[src/rtl/tpc_dispatch_pkg.sv]
// tpc_dispatch_pkg: shared state type and default sizes for the TPC job dispatcher
package tpc_dispatch_pkg;
    typedef enum logic [1:0] { S_IDLE, S_RUN, S_DRAIN, S_HALT } state_t;
    localparam int DEF_NUM_TPCS = 4;
    localparam int DEF_PC_WIDTH = 20;
    localparam int DEF_QUEUE_DEPTH = 8;
    localparam int JOBS_DONE_W = 16;
    localparam int JOBS_ERR_W = 8;
endpackage

[src/rtl/job_fifo.sv]
// job_fifo: synchronous start-PC FIFO with flush and occupancy count
module job_fifo
    import tpc_dispatch_pkg::*;
#(
    parameter int WIDTH = DEF_PC_WIDTH,
    parameter int DEPTH = DEF_QUEUE_DEPTH
) (
    input  logic                     clk,
    input  logic                     rst,
    input  logic                     push,
    input  logic                     pop,
    input  logic                     flush,
    input  logic [WIDTH-1:0]         din,
    output logic [WIDTH-1:0]         dout,
    output logic [$clog2(DEPTH):0]   count
);
    localparam int AW = $clog2(DEPTH);
    logic [WIDTH-1:0] mem [DEPTH];
    logic [AW-1:0] rd_ptr, wr_ptr;
    assign dout = mem[rd_ptr];
    always_ff @(posedge clk)
        if (push) mem[wr_ptr] <= din;
    always_ff @(posedge clk) begin
        if (rst || flush) begin
            rd_ptr <= '0;
            wr_ptr <= '0;
            count <= '0;
        end else begin
            if (push) wr_ptr <= wr_ptr + 1'b1;
            if (pop) rd_ptr <= rd_ptr + 1'b1;
            count <= count + (AW+1)'(push) - (AW+1)'(pop);
        end
    end
endmodule

[src/rtl/tpc_job_dispatcher.sv]
// tpc_job_dispatcher: queues start PCs and launches them round-robin on idle TPCs.
// Define TPC_DISPATCH_ERR_HALT_EN to halt dispatch on any counted TPC error.
module tpc_job_dispatcher
    import tpc_dispatch_pkg::*;
#(
    parameter int NUM_TPCS = DEF_NUM_TPCS,
    parameter int PC_WIDTH = DEF_PC_WIDTH,
    parameter int QUEUE_DEPTH = DEF_QUEUE_DEPTH
) (
    input  logic                           clk,
    input  logic                           rst,
    input  logic                           job_valid,
    output logic                           job_ready,
    input  logic [PC_WIDTH-1:0]            job_pc,
    input  logic                           batch_go,
    input  logic                           batch_seal,
    input  logic                           abort,
    input  logic [NUM_TPCS-1:0]            tpc_enable,
    input  logic [NUM_TPCS-1:0]            tpc_busy,
    input  logic [NUM_TPCS-1:0]            tpc_done,
    input  logic [NUM_TPCS-1:0]            tpc_error,
    output logic [NUM_TPCS-1:0]            tpc_start,
    output logic [NUM_TPCS*PC_WIDTH-1:0]   tpc_start_pc,
    output logic [$clog2(QUEUE_DEPTH):0]   queue_count,
    output logic [JOBS_DONE_W-1:0]         jobs_done,
    output logic [JOBS_ERR_W-1:0]          jobs_err,
    output logic                           halted,
    output logic                           irq
);
    localparam int IW = $clog2(NUM_TPCS);
    localparam int CW = $clog2(NUM_TPCS + 1);
    localparam int QW = $clog2(QUEUE_DEPTH) + 1;
    state_t state;
    logic [NUM_TPCS-1:0] owned, free, rot, sel, fin, err_hit, owned_nx;
    logic [IW-1:0] rr_ptr, off, pick;
    logic [IW:0] sum;
    logic [CW-1:0] n_fin, n_err;
    logic [JOBS_ERR_W:0] err_sum;
    logic [PC_WIDTH-1:0] head;
    logic active, dispatch, push, drained, halt_hit;
    assign active = state == S_RUN || state == S_DRAIN;
    assign job_ready = (state == S_IDLE || state == S_RUN) && queue_count < QW'(QUEUE_DEPTH);
    assign push = job_valid && job_ready;
    assign free = tpc_enable & ~owned & ~tpc_busy;
    assign dispatch = active && !abort && queue_count != '0 && |free;
    // Rotate so bit 0 is rr_ptr, then take the lowest free offset
    assign rot = NUM_TPCS'({free, free} >> rr_ptr);
    always_comb begin
        off = '0;
        for (int k = NUM_TPCS - 1; k >= 0; k--)
            if (rot[k]) off = IW'(k);
    end
    assign sum = {1'b0, rr_ptr} + {1'b0, off};
    assign pick = sum >= (IW+1)'(NUM_TPCS) ? IW'(sum - (IW+1)'(NUM_TPCS)) : sum[IW-1:0];
    assign sel = dispatch ? NUM_TPCS'(1) << pick : '0;
    assign fin = (tpc_done | tpc_error) & owned;
    assign err_hit = tpc_error & owned;
    assign owned_nx = (owned & ~fin) | sel;
    assign drained = state == S_DRAIN && queue_count == '0 && owned_nx == '0;
    always_comb begin
        n_fin = '0;
        n_err = '0;
        for (int i = 0; i < NUM_TPCS; i++) begin
            n_fin = n_fin + CW'(fin[i]);
            n_err = n_err + CW'(err_hit[i]);
        end
    end
    assign err_sum = {1'b0, jobs_err} + (JOBS_ERR_W+1)'(n_err);
`ifdef TPC_DISPATCH_ERR_HALT_EN
    assign halt_hit = active && |err_hit;
    assign halted = state == S_HALT;
`else
    assign halt_hit = 1'b0;
    assign halted = 1'b0;
`endif
    job_fifo #(.WIDTH(PC_WIDTH), .DEPTH(QUEUE_DEPTH)) u_fifo (
        .clk(clk), .rst(rst), .push(push), .pop(dispatch), .flush(abort),
        .din(job_pc), .dout(head), .count(queue_count)
    );
    always_ff @(posedge clk) begin
        if (rst || abort) begin
            state <= S_IDLE;
            owned <= '0;
            rr_ptr <= '0;
            jobs_done <= '0;
            jobs_err <= '0;
            tpc_start <= '0;
            irq <= 1'b0;
        end else begin
            owned <= owned_nx;
            tpc_start <= sel;
            jobs_done <= jobs_done + JOBS_DONE_W'(n_fin);
            jobs_err <= err_sum[JOBS_ERR_W] ? '1 : err_sum[JOBS_ERR_W-1:0];
            irq <= drained && !halt_hit;
            if (dispatch) rr_ptr <= pick == IW'(NUM_TPCS - 1) ? '0 : pick + 1'b1;
            if (halt_hit) state <= S_HALT;
            else if (drained) state <= S_IDLE;
            else if (state == S_IDLE && batch_go) state <= S_RUN;
            else if (state == S_RUN && batch_seal) state <= S_DRAIN;
        end
    end
    // PC slices persist until the next launch to the same TPC
    always_ff @(posedge clk) begin
        if (rst) tpc_start_pc <= '0;
        else if (dispatch) tpc_start_pc[pick*PC_WIDTH +: PC_WIDTH] <= head;
    end
endmodule

[config.mk]
export PLATFORM = sky130hd
export DESIGN_NAME = tpc_job_dispatcher
export DESIGN_NICKNAME = d
export VERILOG_FILES = /design/src/rtl/tpc_dispatch_pkg.sv /design/src/rtl/job_fifo.sv /design/src/rtl/tpc_job_dispatcher.sv
export SDC_FILE = /design/constraint.sdc
export NUM_CORES = 1
export LEC_CHECK = 0
export ABC_AREA = 1
export CORE_MARGIN = 2
export CORE_UTILIZATION = 40
export DETAILED_ROUTE_END_ITERATION = 8
export PLACE_DENSITY_LB_ADDON = 0.1
export SETUP_SLACK_MARGIN = 0.5
export SLEW_MARGIN = 20
export SYNTH_ARGS = -nofsm -noshare
export SYNTH_HDL_FRONTEND = slang
export SYNTH_SLANG_ARGS = --single-unit
[constraint.sdc]
create_clock -name clk -period 3.8 [get_ports clk]
set_input_delay 1.14 -clock clk [delete_from_list [all_inputs] [get_ports clk]]
set_output_delay 1.14 -clock clk [all_outputs]
set_load 0.005 [all_outputs]
==> Word level (Yosys, flattened, before mapping) <==
Memory sizes are Yosys's and may differ from the RTL's. A register that Yosys moved wholly into a read port is not among the register bits.
Index checks and enable logic that the tools add are counted.
{ "word_totals": {"register_bits": 127, "ramBits": 160, "input_bits": 42, "output_inout_bits": 115, "word_cells": 85, "n_memories": 1} }
{ "classes": {"addsub": 16, "multipliers": 1, "order_cmp": 2, "n_eq_ne": 3, "shift": 4, "n_mux": 15, "bitwise_logic": 10, "n_reduce_logical": 21} }
{ "mem_list": {"columns": ["name", "depth", "word_bits", "read_ports", "rd_clocked_by_memory_dff", "wr", "line", "rtl"], "rows": [
  ["u_fifo.mem", 8, 20, 1, 1, 1, "job_fifo.sv:18", "logic [WIDTH-1:0] mem [DEPTH];"]
]} }
{ "ops": {"columns": ["cell", "n"], "rows": [
  ["$bwmux 80", 1],
  ["$shift 20x34->80 const A", 1],
  ["$shiftx 20x34->80", 1],
  ["$neg 7->34", 1],
  ["$and 4x4->4", 5],
  ["$add 16x3->16", 1],
  ["$mux 2", 6],
  ["$not 4->4", 3],
  ["$add 8x3->9", 1],
  ["$logic_and 1x1->1", 9],
  ["$logic_not 4->1", 2],
  ["$mux 8", 1],
  ["$or 4x4->4", 2],
  ["$shr 8x2->4", 1],
  ["$add 2x1->3", 2],
  ["$add 3x1->3", 2],
  ["$add 3x1->3 const B", 2],
  ["$mux 3", 2],
  ["$mul 2x3->5 const B", 1],
  ["$add 1x1->2", 2],
  ["$add 4x1->4", 1],
  ["$eq 2x2->1 const B", 2],
  ["$lt 4x4->1 const B", 1],
  ["$mux 1", 4],
  ["other kinds (16)", 18]
]} }

==> Depth between registers and ports, before layout <==
Gate-level depths: netlist of run 1.
{ "depth": {"depth_word": 17, "mapped_depth": 26} }

==> By module <==
From an unflattened synthesis of run 1, not the netlist that was laid out.
{ "unflattened": {"cells_unflattened": 1751, "area_unflattened_um2": 14276.2} }
{ "modules_own_cells": {"columns": ["mod", "instances", "cells_each", "area_per_inst_um2"], "rows": [
  ["job_fifo", 1, 772, 7599.8],
  ["tpc_job_dispatcher", 1, 979, 6676.4]
]} }

==> Worst setup path before layout of run 1 <==
OpenSTA, ideal clock, no wires.
{ "synth_timing": {"kind": "input to register", "startpoint": "in tpc_busy[1]", "endpoint": "reg tpc_start_pc[34]", "setup_ns": 0.134, "t_arrival_ns": 3.900, "t_required_ns": 3.666, "setup_slack_ns": -0.233, "stages": 20, "n_path_buf": 5, "path_cell_list": "nand3b_1 -> o21ai_0 -> o21ai_0 -> nand2_1 -> a21oi_1 -> ha_1 -> inv_1 -> buf_2 -> clkbuf_1 -> ha_1 -> buf_4 -> inv_1 -> buf_2 -> buf_2 -> nand3_1 -> nand3_1 -> nand3_1 -> nand2_1 -> nand2_1 -> a21oi_1"} }
{ "synth_via": {"elab_chain_len": 14, "word_cells_on_any_way": 18, "cone_classes": "add/sub: 3; mul: 1; order compare: 1; shift: 3; mux: 6; bitwise: 2; reduce/logical: 2"} }
{ "synth_rtl": {"columns": ["element", "line", "rtl"], "rows": [
  ["from (decl)", "tpc_job_dispatcher.sv:19", "input logic [NUM_TPCS-1:0] tpc_busy,"],
  ["$not 4->4 (*)", "tpc_job_dispatcher.sv:44", "assign free = tpc_enable & ~owned & ~tpc_busy;"],
  ["$and 4x4->4 (*)", "tpc_job_dispatcher.sv:44", null],
  ["$shr 8x2->4", "tpc_job_dispatcher.sv:47", "assign rot = NUM_TPCS'({free, free} >> rr_ptr);"],
  ["$mux 2 (4 in a row)", "tpc_job_dispatcher.sv:51", "if (rot[k]) off = IW'(k);"],
  ["$add 2x2->3", "tpc_job_dispatcher.sv:53", "assign sum = {1'b0, rr_ptr} + {1'b0, off};"],
  ["$ge 3x3->1 or $sub 2x1->2 (tied branches)", "tpc_job_dispatcher.sv:54", "assign pick = sum >= (IW+1)'(NUM_TPCS) ? IW'(sum - (IW+1)'(NUM_TPCS)) : sum[IW-1:0];"],
  ["$mux 2", "tpc_job_dispatcher.sv:54", null],
  ["$mul 2x3->5", "tpc_job_dispatcher.sv:105", "else if (dispatch) tpc_start_pc[pick*PC_WIDTH +: PC_WIDTH] <= head;"],
  ["$neg 7->34", "tpc_job_dispatcher.sv:105", null],
  ["$shiftx 20x34->80 or $shift 20x34->80 (tied branches)", "tpc_job_dispatcher.sv:105", null],
  ["$bwmux 80", "tpc_job_dispatcher.sv:105", null],
  ["to (signal assigned)", "tpc_job_dispatcher.sv:104", "if (rst) tpc_start_pc <= '0;"],
  ["to (signal, indexed assignment)", "tpc_job_dispatcher.sv:105", null],
  ["to (decl)", "tpc_job_dispatcher.sv:23", "output logic [NUM_TPCS*PC_WIDTH-1:0] tpc_start_pc,"]
]} }
Mark *: on every way between the ends. The rest lies on a longest branch, timed or not.
A chain may end at the register's enable or synchronous reset.

==> Worst setup path after layout of run 1 <==
{ "layout_timing": {"startpoint": "in tpc_busy[1]", "endpoint": "reg tpc_start_pc[53]"} }
Same word-level chain as after synthesis.

==> results of run 1 <==
-- cell type report --
class	count	area [µm²]
fill	2980	14400
tap	442	553
timing repair buffer	331	3140
multi-input combinational	1012	5770
clock buffer	41	825
inverter	112	475
sequential	290	7410
clock inverter	14	92.6
-- metal layers --
metal  wire length [µm]  GRT usage [%]
met1              16600           27.2
met2              19000           37.3
met3               1770           3.40
met4               1180           6.20
met5                  0              0
-- placed cells by master (no fill, tap or decap), types with 4 or more instances in the layout --
cell             instances
nor2_2                   7
dfxtp_1                129
nor3_1                   5
nand3_4                 11
fa_1                     5
inv_1                   89
nand2_2                 51
nand3_1                151
nand4_1                 29
a21oi_1                 87
clkbuf_1                 8
nand2_1                402
clkbuf_2                 8
clkinv_2                 7
nor2_1                  51
o21ai_4                  4
buf_12                  17
ha_1                    12
edfxtp_1               160
nor2_4                  12
clkbuf_16               32
nand3_2                 50
buf_6                   17
o211ai_1                 7
o21ai_2                 13
nor3_4                   5
a31oi_1                  9
ha_2                     4
o21ai_0                 35
clkinv_1                 5
buf_4                  142
nand2_4                 11
a21oi_2                 17
clkdlybuf4s50_1        142
o21ai_1                 10
inv_2                   17
-- worst reg2reg max path: stages (launching register included) --
cell,delay (ps)
dfxtp_1,320
inv_1,90
nand3b_1,150
buf_4,180
mux2i_4,150
o21ai_2,100
inv_1,60
nand2_1,70
a21oi_2,140
ha_2,210
inv_2,40
nand2_2,50
nand2_2,60
buf_12,130
ha_4,200
nor2_4,160
buf_12,140
nand2_1,140
nand3_4,160
nand3_4,90
o21ai_4,100
nand2_1,90
a21oi_1,140
-- timing repair --
| item | in CTS | in global routing |
|---|---|---|
| endpoints found under the setup margin | 106 | 90 |
| pin swaps | 35 | 89 |
| gates cloned | 1 | 1 |
| buffers inserted | 19 | 16 |
| resized for setup | 62 | 159 |
| hold buffers | 0 | 0 |
-- state kept, by name, indices dropped and copies added (netlist names), 4 cells and up, named ones only --
name	flops
tpc_start_pc	80
u_fifo.count	4
u_fifo.mem	160
jobs_err	8
jobs_done	16
owned	4
tpc_start	4
-- power by group --
group	total, µW	internal [µW]	switching, µW	leakage (µW)
sequential	3350	3340	9.72	0.00250
combinational	1200	516	679	0.00406
clock	2770	1580	1190	0.000457
-- kinds of logic after synthesis --
logic type	after synthesis
buffers and inverters	197
multiplexers	1
AO/OA/AOI/OAI	189
flip-flops	290
XOR/XNOR	4
adder cells (fa/ha/maj)	25
AND/OR/NAND/NOR	792
other	1
-- synthesized netlist by cell type (5+ instances only) --
| cell | instances |
|---|---|
| nand3_2 | 16 |
| nor3_1 | 6 |
| nor2_1 | 65 |
| buf_6 | 15 |
| ha_1 | 18 |
| buf_4 | 8 |
| o21ai_2 | 7 |
| a31oi_1 | 9 |
| edfxtp_1 | 160 |
| dfxtp_1 | 130 |
| clkbuf_1 | 23 |
| o211ai_1 | 7 |
| a21oi_1 | 101 |
| fa_1 | 7 |
| inv_2 | 7 |
| nand2_2 | 7 |
| buf_2 | 33 |
| nor2_2 | 5 |
| nand2_1 | 456 |
| inv_1 | 104 |
| nand4_1 | 29 |
| nand3_1 | 196 |
| o21ai_0 | 50 |
-- metrics by stage --
stage | power, µW | util [%]
after floorplan | 3930 | -
after global placement | 4360 | 50.0
after detailed placement | 4360 | 50.0
after CTS | 7180 | 53.7
after global routing | 7580 | 55.9
final | 7310 | 55.9
-- worst min path at each step --
stage / from / endpoint / slack (ps)
global route: u_fifo.rd_ptr[2] / u_fifo.rd_ptr[2] / 480
global placement: u_fifo.rd_ptr[2] / u_fifo.rd_ptr[2] / 420
detailed placement: u_fifo.rd_ptr[2] / u_fifo.rd_ptr[2] / 430
finish: u_fifo.rd_ptr[2] / flop / 440
floorplan: u_fifo.rd_ptr[2] / flop / 410
CTS: u_fifo.rd_ptr[2] / flop / 440
==> qor.csv, run 1 <==
metric,value,unit
DR iter-0 viols,714,
hold slack,445,ps
unrepaired setup endpoints after global routing,yes,
Setup CP Type,in -> reg,
DP Cell Count,2150,
crit path from,tpc_busy[1],
die height,187,µm
"Reg clk slew, reported paths",60,ps
RR Startpoint,owned[1],
Routed WL,38600,µm
Max Cap Viol,0,
sequential fraction of the synthesis area,55.6,%
"most used cell, CP",nand2_1,
Reg2Reg Depth,22,
TNS Setup,0,ps
status,"finished, final reports clean",
fmax,0.299,GHz
relative slew slack,42.1,%
clock buffer depth,3,
initial antenna violation count,0,
first-pass GRT wire length,59100,µm
"EDFF count, synth",160,
WP buf/inv,6,
layout cells sized above 1,24.9,%
"setup slack, reg-to-reg",780,ps
Synth area leader,edfxtp_1,
Routed WL per cell,17.2,µm
Synth Area in Simple Gates,26.3,%
detailed placement HPWL,25900,µm
"Clk Latency, worst-skew pair",570,ps
CTS Buf Count,31,
Worst R2R End,tpc_start_pc[53],
H-tree levels,1,
Post-Synth Adder-Cell Area,2.74,%
Worst-Margin Slew,868,ps
"Design Area, Final",0.0183,mm²
"Hold Vio Cnt, Final",0,
fin cells,2242,
Worst Setup EP,tpc_start_pc[53],
final setup violation count,0,
Die ar.,0.0348,mm²
GPL Wtd Cong,0.865,
Layout area overhead,37.0,%
setup ws final,458,ps
total grt overflow,0,
synth unique cells,45,
CP cell instances,clkbuf_2 > nand3b_1 > buf_4 > mux2i_4 > o21ai_2 > inv_1 > nand2_1 > a21oi_2 > ha_2 > inv_2 > nand2_2 > nand2_2 > buf_12 > ha_4 > nor2_4 > buf_12 > nand2_1 > nand3_4 > nand3_4 > o21ai_4 > nand2_1 > a21oi_1,
initial core utilization,40.8,%
Syn Nets,1566,
Clk Tree Root Cell,clkbuf_16,
required time worst endpoint,4280,ps
Compound-Gate Fraction of Synth Area,7.86,%
critical path's slowest cell,nand3b_1,
"Avg Cell Area, Syn",8.89,µm²
first-pass iteration count of the detailed router,5,
"top cells by area, synth","edfxtp_1 (36%), dfxtp_1 (20%), nand2_1 (13%)",
asr flop ratio synth,0,%
Hold WC Path Type,reg -> reg,
total track usage,21.3,%
Slew Limit Fails,0,
CTS tree,done,
ANT nets after route,0,
final period utilization,88.0,%
# diodes,0,
Stages on worst setup path,22,
Lkg Pwr,0.00701,µW
TritonCTS Sinks,290,
FP Rows,66,
critical-path maximum fanout,6,
vias per inst,5.02,
largest family of logic cells by synthesized area,simple AND/OR/NAND/NOR gates,
Mapped Area,0.0133,mm²
VDD IR max,310,µV
Crit path max-delay family,simple AND/OR/NAND/NOR gates,
Hold Path Stages,1,
clk_skew,27.5,ps
Yosys reg bits,290,
Post-DP Area,0.0163,mm²
Worst Setup Start Kind,input pin,
Mapped Cells,1499,
core footprint,0.0327,mm²
Crit. End Element,flop,
Port-buffer cells,155,
mux contribution to synthesized area,0.0751,%
nets@finish,1845,
Setup WS pre-CTS,-566,ps
Period minus WS final,3340,ps
pwr dens,400,mW/mm²
pin count of the biggest net entering global routing,81,
Via Count,11300,
Synthesis Warnings,0,
Die W,187,µm
vias in the first global route,10700,
top_reg_cell synth,edfxtp_1,
I/O Pins,157,
DRC Markers,0,
arrival time at the worst endpoint,3820,ps
Synth Area in XOR/XNOR,0.263,%
CP max stage delay,210,ps
post-synth top area share,36.0,%
No activity file was read; power rests on OpenSTA's default activity.
==> run 2: changes to the inputs <==
--- a/config.mk
+++ b/config.mk
@@ -6,6 +6,7 @@
 export NUM_CORES = 1
 export LEC_CHECK = 0
 export ABC_AREA = 1
+export CORE_ASPECT_RATIO = 2
 export CORE_MARGIN = 2
 export CORE_UTILIZATION = 40
 export DETAILED_ROUTE_END_ITERATION = 8
==> run 2 against run 1 <==
Final cell count about the same. Fmax up 1.8%. Via count up 1.8%. Core utilization up 0.66 points. Sequential power about the same. Routed wire length up 7.9%. Worst hold slack worse by 2.6 ps. Global-route usage up 2.2 points. Clock skew about the same. Sequential share of layout area down 0.61 points. Combinational power up 4%. Non-clock buffer count up 16. Largest power group unchanged.
==> qor.csv, run 2 (synthesis gave the netlist of run 1 again) <==
metric,value,unit,change
status,"finished, final reports clean",,unchanged
DRC Markers,0,,unchanged
Via Count,11500,,was 11.3k
total track usage,23.5,%,was 21.3%
Die ar.,0.0349,mm²,was 0.0348 mm²
critical-path maximum fanout,6,,unchanged
fmax,0.305,GHz,was 0.299 GHz
# diodes,0,,unchanged
initial antenna violation count,0,,unchanged
detailed placement HPWL,28700,µm,was 25900 µm
TNS Setup,0,ps,unchanged
Biggest register,u_fifo.mem,,unchanged
first-pass GRT wire length,63300,µm,was 59100 µm
total grt overflow,0,,unchanged
CTS tree,done,,unchanged
CP cell instances,buf_6 > nand3b_1 > buf_4 > o21ai_4 > nor2_1 > nor2_1 > a21oi_2 > ha_4 > inv_4 > buf_4 > ha_4 > buf_12 > nor3_4 > inv_2 > nor2_4 > buf_6 > nand2_4 > a31oi_4,,was clkbuf_2 > nand3b_1 > buf_4 > mux2i_4 > o21ai_2 > inv_1 > nand2_1 > a21oi_2 > ha_2 > inv_2 > nand2_2 > nand2_2 > buf_12 > ha_4 > nor2_4 > buf_12 > nand2_1 > nand3_4 > nand3_4 > o21ai_4 > nand2_1 > a21oi_1
hold buffers post-CTS,0,,unchanged
first-pass iteration count of the detailed router,5,,unchanged
fillers,2997,,was 2980
"Reg clk slew, reported paths",70,ps,was 60 ps
Port-buffer cells,155,,unchanged
RR Startpoint,owned[1],,unchanged
layout cells sized above 1,25.6,%,was 24.9%
Setup WS pre-CTS,-603,ps,was -566 ps
vias in the first global route,11700,,was 10.7k
clk_skew,27.3,ps,was 27.5 ps
relative slew slack,41.8,%,was 42.1%
"leading cell type in the layout, fill and taps excluded",nand2_1,,unchanged
Clk Tree Root Cell,clkbuf_16,,unchanged
Routed WL,41600,µm,was 38600 µm
Die W,133,µm,was 187 µm
GPL Wtd Cong,0.964,,was 0.865
nets@finish,1857,,was 1845
Setup CP Type,in -> reg,,unchanged
"Hold Vio Cnt, Final",0,,unchanged
TritonCTS Sinks,290,,unchanged
final core occ,56.5,%,was 55.9%
setup ws final,517,ps,was 458 ps
Reg2Reg Depth,18,,was 22
ANT nets after route,0,,unchanged
I/O Pins,157,,unchanged
arrival time at the worst endpoint,3770,ps,was 3820 ps
Slew Limit Fails,0,,unchanged
largest registers,"u_fifo.mem (160), tpc_start_pc (80), jobs_done (16)",,unchanged
Worst Setup Start Kind,input pin,,unchanged
WHS Endpoint,u_fifo.rd_ptr[2],,
final period utilization,86.4,%,was 88.0%
CTS Buf Count,27,,was 31
worst hold start,u_fifo.rd_ptr[2],,unchanged
final setup violation count,0,,unchanged
Layout area overhead,39.1,%,was 37.0%
unrepaired setup endpoints after global routing,yes,,unchanged
die height,262,µm,was 187 µm
"Clk Latency, worst-skew pair",560,ps,was 570 ps
Routed WL per cell,18.6,µm,was 17.2 µm
core footprint,0.0328,mm²,was 0.0327 mm²
initial core utilization,40.6,%,was 40.8%
pwr dens,393,mW/mm²,was 400 mW/mm²
most frequent cells in the layout,"nand2_1 (405), edfxtp_1 (160), nand3_1 (158), clkdlybuf4s50_1 (142), buf_4 (130)",,"was nand2_1 (402), edfxtp_1 (160), nand3_1 (151), clkdlybuf4s50_1 (142), buf_4 (142)"
fin cells,2241,,was 2242
Worst-Margin Slew,871,ps,was 868 ps
Post-DP Area,0.0164,mm²,was 0.0163 mm²
CP max stage delay,310,ps,was 210 ps
"setup slack, reg-to-reg",830,ps,was 780 ps
"Design Area, Final",0.0185,mm²,was 0.0183 mm²
DP Cell Count,2141,,was 2150
H-tree levels,1,,unchanged
VDD IR max,338,µV,was 310 µV
pin count of the biggest net entering global routing,81,,unchanged
Crit. End Element,flop,,unchanged
Worst R2R End,tpc_start_pc[8],,was tpc_start_pc[53]
vias per inst,5.11,,was 5.02
Lkg Pwr,0.00708,µW,was 0.00701 µW
clock buffer depth,3,,unchanged
Hold WC Path Type,reg -> reg,,unchanged
max FFs per register,160,,unchanged
Max Cap Viol,0,,unchanged
required time worst endpoint,4290,ps,was 4280 ps
critical path's slowest cell,ha_4,,was nand3b_1
FP Rows,94,,was 66
Period minus WS final,3280,ps,was 3340 ps
DR iter-0 viols,570,,was 714
Hold Path Stages,1,,unchanged
[run 2: through the flow]
stage                     hold slack, ps  total power, µW
after floorplan                      412             3930
after global placement               425             4390
after detailed placement             430             4400
after CTS                            439             7240
after global routing                 468             7570
final                                442             7300
[run 2: cell type report]
class                      instances  area, µm²  share of cell area, %
tap                              432        541                   2.91
multi-input combinational       1012       5810                   31.3
timing repair buffer             347       3460                   18.6
clock buffer                      34        712                   3.84
inverter                         112        475                   2.56
sequential                       290       7410                   40.0
clock inverter                    14        144                  0.776
[run 2: worst max path at each step]
stage / endpoint / from / slack [ps]
detailed placement: tpc_start_pc[7] / tpc_enable[3] / -600
CTS: jobs_done[14] / tpc_error[0] / 400
global route: tpc_start_pc[69] / tpc_busy[1] / 390
global placement: tpc_start_pc[57] / tpc_enable[3] / -520
floorplan: tpc_start_pc[35] / tpc_busy[1] / 170
finish: tpc_start_pc[8] / tpc_busy[1] / 520
[run 2: power breakdown]
group	internal, µW	leakage [µW]	switching, µW
sequential	3340	0.00250	11.1
combinational	554	0.00416	700
clock	1520	0.000420	1170
total	5410	0.00708	1880
[run 2: worst max-delay path, delay by kind of cell]
family          cells  cell delay, ps
simple gates        6             900
fa+ha+maj           2             480
compound gates      3             390
buf+inv             7             870
[run 2: timing repair]
item / in CTS / in global routing
pin swaps: 47 / 78
endpoints found under the setup margin: 104 / 94
buffers inserted: 37 / 10
resized for setup: 100 / 152
endpoints found under the hold margin: 0 / 0
cloned: 3 / 2
[run 2: layer usage]
| metal | global-route usage, % | up-vias | part of all wire (%) |
|---|---|---|---|
| li1 | - | 5612 | - |
| met1 | 22.5 | 5452 | 33 |
| met2 | 47.6 | 278 | 57 |
| met3 | 2.47 | 119 | 3.4 |
| met4 | 13.4 | 0 | 6.1 |
| met5 | 0 | - | 0 |
